[config.mk]
export PLATFORM = sky130hd
export DESIGN_NAME = reg_access_ctrl
export DESIGN_NICKNAME = d
export VERILOG_FILES = /design/src/rtl/reg_access_ctrl.sv
export SDC_FILE = /design/constraint.sdc
export NUM_CORES = 1
export LEC_CHECK = 0
export ABC_AREA = 1
export CAP_MARGIN = 30
export CORE_ASPECT_RATIO = 0.8
export CORE_MARGIN = 5
export CORE_UTILIZATION = 43
export CTS_BUF_LIST = sky130_fd_sc_hd__clkbuf_16
export CTS_CLUSTER_SIZE = 8
export DETAILED_ROUTE_END_ITERATION = 16
export HOLD_SLACK_MARGIN = 0.08
export PLACE_DENSITY = 0.91
export SYNTH_ARGS = -nofsm -noshare
export SYNTH_HDL_FRONTEND = slang
export SYNTH_SLANG_ARGS = --single-unit
[constraint.sdc]
create_clock -name clk -period 2.8 [get_ports clk]
set_input_delay 0.7 -clock clk [delete_from_list [all_inputs] [get_ports clk]]
set_output_delay 0.7 -clock clk [all_outputs]
set_load 0.02 [all_outputs]
[src/rtl/reg_access_ctrl.sv]
`default_nettype none
// +--------------------------------------------------------------------------+
// | Module   : reg_access_ctrl                                               |
// | Purpose  : valid/ready initiator for the single-port register file;      |
// |            optional write read-back check via REG_ACCESS_VERIFY_EN.      |
// | Revision : 1.0                                                           |
// +--------------------------------------------------------------------------+
module reg_access_ctrl #(
  parameter int WIDTH         = 16,
  parameter int REG_ADDR_BITS = 16
) (
  input  logic                     clk,
  input  logic                     rst_n,
  input  logic                     req_valid,
  output logic                     req_ready,
  input  logic                     req_write,
  input  logic [REG_ADDR_BITS-1:0] req_addr,
  input  logic [WIDTH-1:0]         req_wdata,
  output logic                     rsp_valid,
  input  logic                     rsp_ready,
  output logic                     rsp_write,
  output logic [WIDTH-1:0]         rsp_rdata,
  output logic                     rsp_err,
  output logic                     reg_en,
  output logic                     reg_r_or_w,
  output logic [REG_ADDR_BITS-1:0] reg_addr,
  output logic [WIDTH-1:0]         reg_in,
  input  logic [WIDTH-1:0]         reg_out
);

  typedef enum logic [1:0] {
    ST_IDLE   = 2'd0,
    ST_ACCESS = 2'd1,
`ifdef REG_ACCESS_VERIFY_EN
    ST_VERIFY = 2'd3,
`endif
    ST_RESP   = 2'd2
  } state_t;

  state_t                   state_q;
  logic                     req_ready_q;
  logic                     wr_q;
  logic [REG_ADDR_BITS-1:0] addr_q;
  logic [WIDTH-1:0]         wdata_q;
  logic                     rsp_valid_q;
  logic                     rsp_write_q;
  logic [WIDTH-1:0]         rsp_rdata_q;
`ifdef REG_ACCESS_VERIFY_EN
  logic                     rsp_err_q;
`endif

  always_ff @(posedge clk or negedge rst_n) begin
    if (!rst_n) begin
      state_q     <= ST_IDLE;
      req_ready_q <= 1'b0;
      wr_q        <= 1'b0;
      addr_q      <= '0;
      wdata_q     <= '0;
      rsp_valid_q <= 1'b0;
      rsp_write_q <= 1'b0;
      rsp_rdata_q <= '0;
`ifdef REG_ACCESS_VERIFY_EN
      rsp_err_q   <= 1'b0;
`endif
    end else begin
      case (state_q)
        ST_IDLE: begin
          req_ready_q <= 1'b1;
          if (req_valid && req_ready_q) begin
            wr_q        <= req_write;
            addr_q      <= req_addr;
            wdata_q     <= req_wdata;
            req_ready_q <= 1'b0;
`ifdef REG_ACCESS_VERIFY_EN
            rsp_err_q   <= 1'b0;
`endif
            state_q     <= ST_ACCESS;
          end
        end
        ST_ACCESS: begin
          rsp_write_q <= wr_q;
          if (wr_q) begin
            rsp_rdata_q <= '0;
`ifdef REG_ACCESS_VERIFY_EN
            state_q     <= ST_VERIFY;
`else
            rsp_valid_q <= 1'b1;
            state_q     <= ST_RESP;
`endif
          end else begin
            rsp_rdata_q <= reg_out;
            rsp_valid_q <= 1'b1;
            state_q     <= ST_RESP;
          end
        end
`ifdef REG_ACCESS_VERIFY_EN
        ST_VERIFY: begin
          rsp_rdata_q <= reg_out;
          rsp_err_q   <= (reg_out != wdata_q);
          rsp_valid_q <= 1'b1;
          state_q     <= ST_RESP;
        end
`endif
        ST_RESP: begin
          if (rsp_ready) begin
            rsp_valid_q <= 1'b0;
            req_ready_q <= 1'b1;
            state_q     <= ST_IDLE;
          end
        end
        default: begin
          rsp_valid_q <= 1'b0;
          req_ready_q <= 1'b0;
          state_q     <= ST_IDLE;
        end
      endcase
    end
  end

  // Decoded from state only, so reset clears the enable without a clock edge.
  assign reg_en     = (state_q == ST_ACCESS)
`ifdef REG_ACCESS_VERIFY_EN
                    || (state_q == ST_VERIFY)
`endif
                    ;
  assign reg_r_or_w = (state_q == ST_ACCESS) && wr_q;
  assign reg_addr   = addr_q;
  assign reg_in     = wdata_q;

  assign req_ready  = req_ready_q;
  assign rsp_valid  = rsp_valid_q;
  assign rsp_write  = rsp_write_q;
  assign rsp_rdata  = rsp_rdata_q;
`ifdef REG_ACCESS_VERIFY_EN
  assign rsp_err    = rsp_err_q;
`else
  assign rsp_err    = 1'b0;
`endif

endmodule
`default_nettype wire
==> results of run 1 <==
## final cells by class
class | instances | share of cell area
timing repair buffer | 108 | 0.3189
clock inverter | 2 | 0.002987
tap | 62 | 0.02315
clock buffer | 5 | 0.03734
inverter | 8 | 0.01046
multi-input combinational | 165 | 0.2039
sequential | 54 | 0.4033
## metrics by stage
stage,hold WS (ns),area [µm²],util
after floorplan,0.4044,2185,-
final,0.4357,3351,0.6730
after detailed placement,0.4638,3216,0.6459
after CTS,0.4622,3351,0.6730
after global routing,0.4949,3351,0.6730
after global placement,0.4589,3216,0.6459
## cells in the mapped netlist, drive strengths merged
master | count | share of area
dfrtp | 54 | 0.62
nand3 | 2 | 0.0046
buf | 12 | 0.053
inv | 7 | 0.014
clkinv | 1 | 0.0017
conb | 1 | 0.0017
o21ai | 17 | 0.042
nand2 | 143 | 0.26
nor2 | 2 | 0.0046
## sequential cells by signal, indices dropped and copies added, names as in the netlist
name	count
rsp_rdata	16
rsp_valid	1
state_q	2
req_ready	1
reg_in	16
wr_q	1
rsp_write	1
reg_addr	16
## worst reg2reg max path: stages, from the launching register on
cell and delay, ns:
dfrtp_1 0.41, nor2_2 0.19, nand2_4 0.25, inv_6 0.33
nand2_1 0.12, nand2_1 0.08
## final timing paths
kind                            cells past startpoint       endpoint        from  slack (ns)
min in group clk                                    2     reg_in[14]  reg_in[14]        0.48
max in group asynchronous                           2  rsp_rdata[10]       rst_n        1.60
worst min register to register                      2     reg_in[14]  reg_in[14]        0.48
worst max-delay path                                4     reg_r_or_w  state_q[1]        0.50
worst max register to register                      5    reg_addr[1]  state_q[0]        1.37
worst min-delay path                                1    reg_addr[4]       rst_n        0.44
## logic make-up after synthesis
| family | count (synthesis) |
|---|---|
| other | 1 |
| flip-flops | 54 |
| buffers and inverters | 20 |
| AO/OA/AOI/OAI | 17 |
| AND/OR/NAND/NOR | 147 |
## power breakdown
part	internal [mW]	switching, mW	total (mW)
clock network	0.323	0.250	0.573
registers	1.14	0.205	1.35
logic	0.859	1.07	1.93
total	2.32	1.53	3.85
## layer usage
layer  GRT usage  part of all wire
met1      0.2242              0.39
met2      0.2800              0.48
met3     0.07511              0.12
met4     0.04298             0.012
met5           0                 0
==> out/metrics.yaml, run 1 <==
cts_tree: "done"
worstPathBufferInverterCount: 2
muxShareOfSynthArea: 0
firstDrtPassIters: 4
clock_path_buffers: 2
grt_pass1_vias: 1875
setup_viol: 0
insertedDiodeCount: 0
area_growth_pct: 53.38
synth_top_family_by_area: "simple AND/OR/NAND/NOR gates"
ys_warn_count: 0
htree_levels: 2
holdBufCountCts: 0
synthSimpleGateAreaFrac: 0.2686
cts_resized: 0
layout_commonest_cell: "nand2_1"
hp-class: "input pin to asynchronous set/reset pin"
io_pins: 107
dp_slack_ns: 0.6590
cts_buffers: 5
grt_use_total: 0.1767
initial_utilization: 0.4388
drt-wirelength-per-cell_um: 13.35
status: "finished, final reports clean"
fp-row-count: 23
die_w_um: 89.69
fillerInstances: 386
core_mm2: 0.004979
rsz0062_at_grt: "false"
hpwl_um: 4056
p_total_mw: 3.849
drive_above_1_share: 0.07310
cp.required_ns: 2.10
setup_tns_ns: 0
cp_slowest_cell: "clkdlybuf4s50_1"
synthCells: 239
synth.distinct_cells: 19
startpoint_type: "register"
vias: 1878
fp.dieH_um: 73.75
dpl.cell_count: 397
crit_fanout: 5
layout_setup_ws_ns: 0.4989
gp_congestion: 0.7279
vias_per_cell: 4.649
pwr_density_cell_mw_per_mm2: 1149
maxCapViolations: 0
stdcell_count: 404
most-common-layout-cells: "133 x nand2_1, 104 x clkdlybuf4s50_1, 54 x dfrtp_1, 14 x o21ai_0, 9 x nand2_2"
slew_viol_final: 0
cts-root-buf: "clkbuf_16"
skew_ns: 0.003301
seq_area_frac_synth: 0.6186
ir_drop_uv: 532.0
drt-initial-drc-count: 101
cp.arrival_ns: 1.60
die-area_mm2: 0.006615
crit_chain: "inv_1 -> nand2_1 -> nor2_1 -> clkdlybuf4s50_1"
slew_headroom: 0.5754
clock_latency_ns: 0.28
avgSynthCellArea_um2: 9.141
synth_nets: 292
synth_compound_area_frac: 0.04238
clkTransAtPathRegs_ns: 0.06
end_kind: "primary output"
fin_crit_sh: 0.8218
antenna_found_initial: 0
drc_errors: 0
synthXorXnorAreaFrac: 0
synthAdderAreaFrac: 0
overflow: 0
routed_wl_um: 5394
max_stage_delay_ns: 0.61
postCtsSetupBuffers: 0
synth_seq_cells: 54
grt_start_max_net_pins: 36
p_leak_nw: 1.640
portBuffers: 105
hold_viol: 0
multi_input_area_um2: 683.2
min_period_ns: 2.301
regArea_mm2: 0.001351
postRouteAntennaNets: 0
critPathKind: "register to primary output"
cts.sink_count: 54
grt_first_pass_wirelength_um: 8928
cp_top_family: "buffers and inverters"
max_freq_mhz: 434.6
tightestPinTransition_ns: 0.6369
synth_area_mm2: 0.002185
nNetsFinal: 395
(Power assumes the default switching activity.)
==> run 2, diff against run 1 <==
- CORE_UTILIZATION: 43 -> 36
- PLACE_DENSITY: 0.91 -> 0.82
- clock period: 2.8 -> 2 ns (I/O delays scaled with it)
==> run 2 against run 1 <==
Effect of this change: combinational power up 41%; sequential share of layout area down 0.75 points; clock-buffer cell count unchanged; critical path depth unchanged; largest cell class unchanged; final area up 1.9%; critical path type unchanged; clock skew up 0.0019 ns; critical endpoint unchanged; via count down 1.4%.
==> out/metrics.yaml, run 2 (synthesis results as in run 1) <==
most-common-layout-cells: "133 x nand2_1, 102 x clkdlybuf4s50_1, 54 x dfrtp_1, 14 x o21ai_0, 9 x nand2_2"
cp.arrival_ns: 1.37  # -0.23 ns
portBuffers: 105  # unchanged
critPathKind: "register to primary output"
initial_utilization: 0.3695  # -0.06928
grt_start_max_net_pins: 35  # -2.8%
gp_congestion: 0.7633  # +4.9%
drc_errors: 0  # unchanged
power_frac_seq: 0.348  # -0.002
die-area_mm2: 0.007736  # +17%
cts.sink_count: 54  # unchanged
cts_tree: "done"
p_total_mw: 5.405  # +40%
grt_pass1_vias: 1837  # -2.0%
drt-initial-drc-count: 88  # -13%
worstPathBufferInverterCount: 2  # unchanged
cp.required_ns: 1.50  # -0.60 ns
grt_first_pass_wirelength_um: 8880  # -0.54%
status: "finished, final reports clean"
p_clk_frac: 0.149  # about the same
final_util: 0.5776  # -0.09547
max_freq_mhz: 534.9
dpl.cell_count: 420  # +5.8%
drt-wirelength-per-cell_um: 12.31  # -7.8%
die_w_um: 97.10  # +8.3%
hp-class: "register to register"
clock_path_buffers: 2  # unchanged
p_leak_nw: 1.674  # +2.0%
grt_use_total: 0.1410  # -0.03575
end_kind: "primary output"
firstDrtPassIters: 4  # unchanged
cp_top_family: "flip-flops"
nNetsFinal: 400  # +1.3%
htree_levels: 2  # unchanged
setup_tns_ns: 0  # unchanged
clkTransAtPathRegs_ns: 0.07  # about the same
hpwl_um: 4002  # -1.3%
p_int_mw: 3.277  # +41%
hold_viol: 0  # unchanged
overflow: 0  # unchanged
vias: 1851  # -1.4%
cts_buffers: 5  # unchanged
core_mm2: 0.005912  # +19%
fp.dieH_um: 79.68  # +8.0%
clock_latency_ns: 0.28  # about the same
pwr_density_cell_mw_per_mm2: 1583  # +38%
layout_commonest_cell: "nand2_1"
fin_crit_sh: 0.9348
stdcell_count: 429  # +6.2%
setup_viol: 0  # unchanged
ir_drop_uv: 801.5  # +51%
skew_ns: 0.005186  # +0.001885 ns
io_pins: 107  # unchanged
postRouteAntennaNets: 0  # unchanged
multi_input_area_um2: 683.2  # unchanged
insertedDiodeCount: 0  # unchanged
max_stage_delay_ns: 0.43  # -0.18 ns
maxCapViolations: 0  # unchanged
fillerInstances: 496  # +28%
drive_above_1_share: 0.08046  # +0.007360
p_comb_frac: 0.503  # +0.002
fp-row-count: 25  # +8.7%
cp_slowest_cell: "dfrtp_1"
slew_viol_final: 0  # unchanged
vias_per_cell: 4.315  # -7.2%
p_switching_mw: 2.128  # +39%
cts-root-buf: "clkbuf_16"
crit_chain: "inv_1 -> nand2_1 -> nor2_1 -> dlygate4sd2_1"
routed_wl_um: 5279  # -2.1%
area_growth_pct: 56.30
antenna_found_initial: 0  # unchanged
startpoint_type: "register"
min_period_ns: 1.870
p_sw_frac: 0.3937  # -0.002715
regArea_mm2: 0.001351  # unchanged
rsz0062_at_grt: "false"
crit_fanout: 5  # unchanged
==> run 2: through the flow <==
step / instance area, µm² / worst slack [ns] / hold WS, ns
floorplan: 2185 / 0.4405 / 0.2044
global placement: 3269 / 0.2286 / 0.2996
detailed placement: 3269 / 0.1498 / 0.2998
CTS: 3415 / 0.1139 / 0.4812
global route: 3415 / 0.03494 / 0.4943
finish: 3415 / 0.1305 / 0.4761
==> run 2: final timing paths <==
path                             from      endpoint  slack (ns)  cells past startpoint
max                        state_q[1]    reg_r_or_w        0.13                      4
min                         rsp_valid     rsp_valid        0.48                      2
max reg2reg                state_q[1]   reg_addr[5]        0.71                      5
min reg2reg                 rsp_valid     rsp_valid        0.48                      2
max in group asynchronous       rst_n   reg_addr[2]        0.91                      3
min in group asynchronous       rst_n  rsp_rdata[8]        0.55                      2
==> run 2: worst register-to-register path: cells and delay by family (launching register included) <==
family	cells	cell delay (ns)
simple gates	4	0.53
flops	1	0.43
buf+inv	1	0.27
==> run 2: power by group through the flow <==
stage / combinational [mW] / sequential, mW / clock (mW)
final: 2.72 / 1.88 / 0.804
after global routing: 2.96 / 1.95 / 0.883
after CTS: 2.76 / 1.89 / 0.832
after floorplan: 0.956 / 2.45 / 0
after detailed placement: 2.77 / 1.89 / 0
after global placement: 2.70 / 1.88 / 0
==> run 2: timing repair <==
| action | 4_1_cts | 5_1_grt |
|---|---|---|
| setup buffers | 0 | 0 |
| hold buffers | 1 | 0 |
| hold endpoints to repair | 2 | 0 |
| setup endpoints to repair | 2 | 0 |
| resized for setup | 2 | 0 |
==> run 2: final cells by class <==
cell class              instances  area share
clock inverters                 3    0.003664
inverters                       8     0.01026
flip-flops and latches         54      0.3958
well taps                      81     0.02968
repair buffers                113      0.3239
multi-input cells             165      0.2001
clock buffers                   5     0.03664
==> run 2: per-layer routing <==
layer | share of wire | wire length, µm | track usage | vias up
met3 | 0.085 | 449 | 0.05764 | 2
met2 | 0.45 | 2364 | 0.2259 | 66
met1 | 0.47 | 2458 | 0.1807 | 847
met4 | 0.0013 | 7 | 0.02945 | 0
li1 | - | - | - | 936
met5 | 0 | 0 | 0 | -
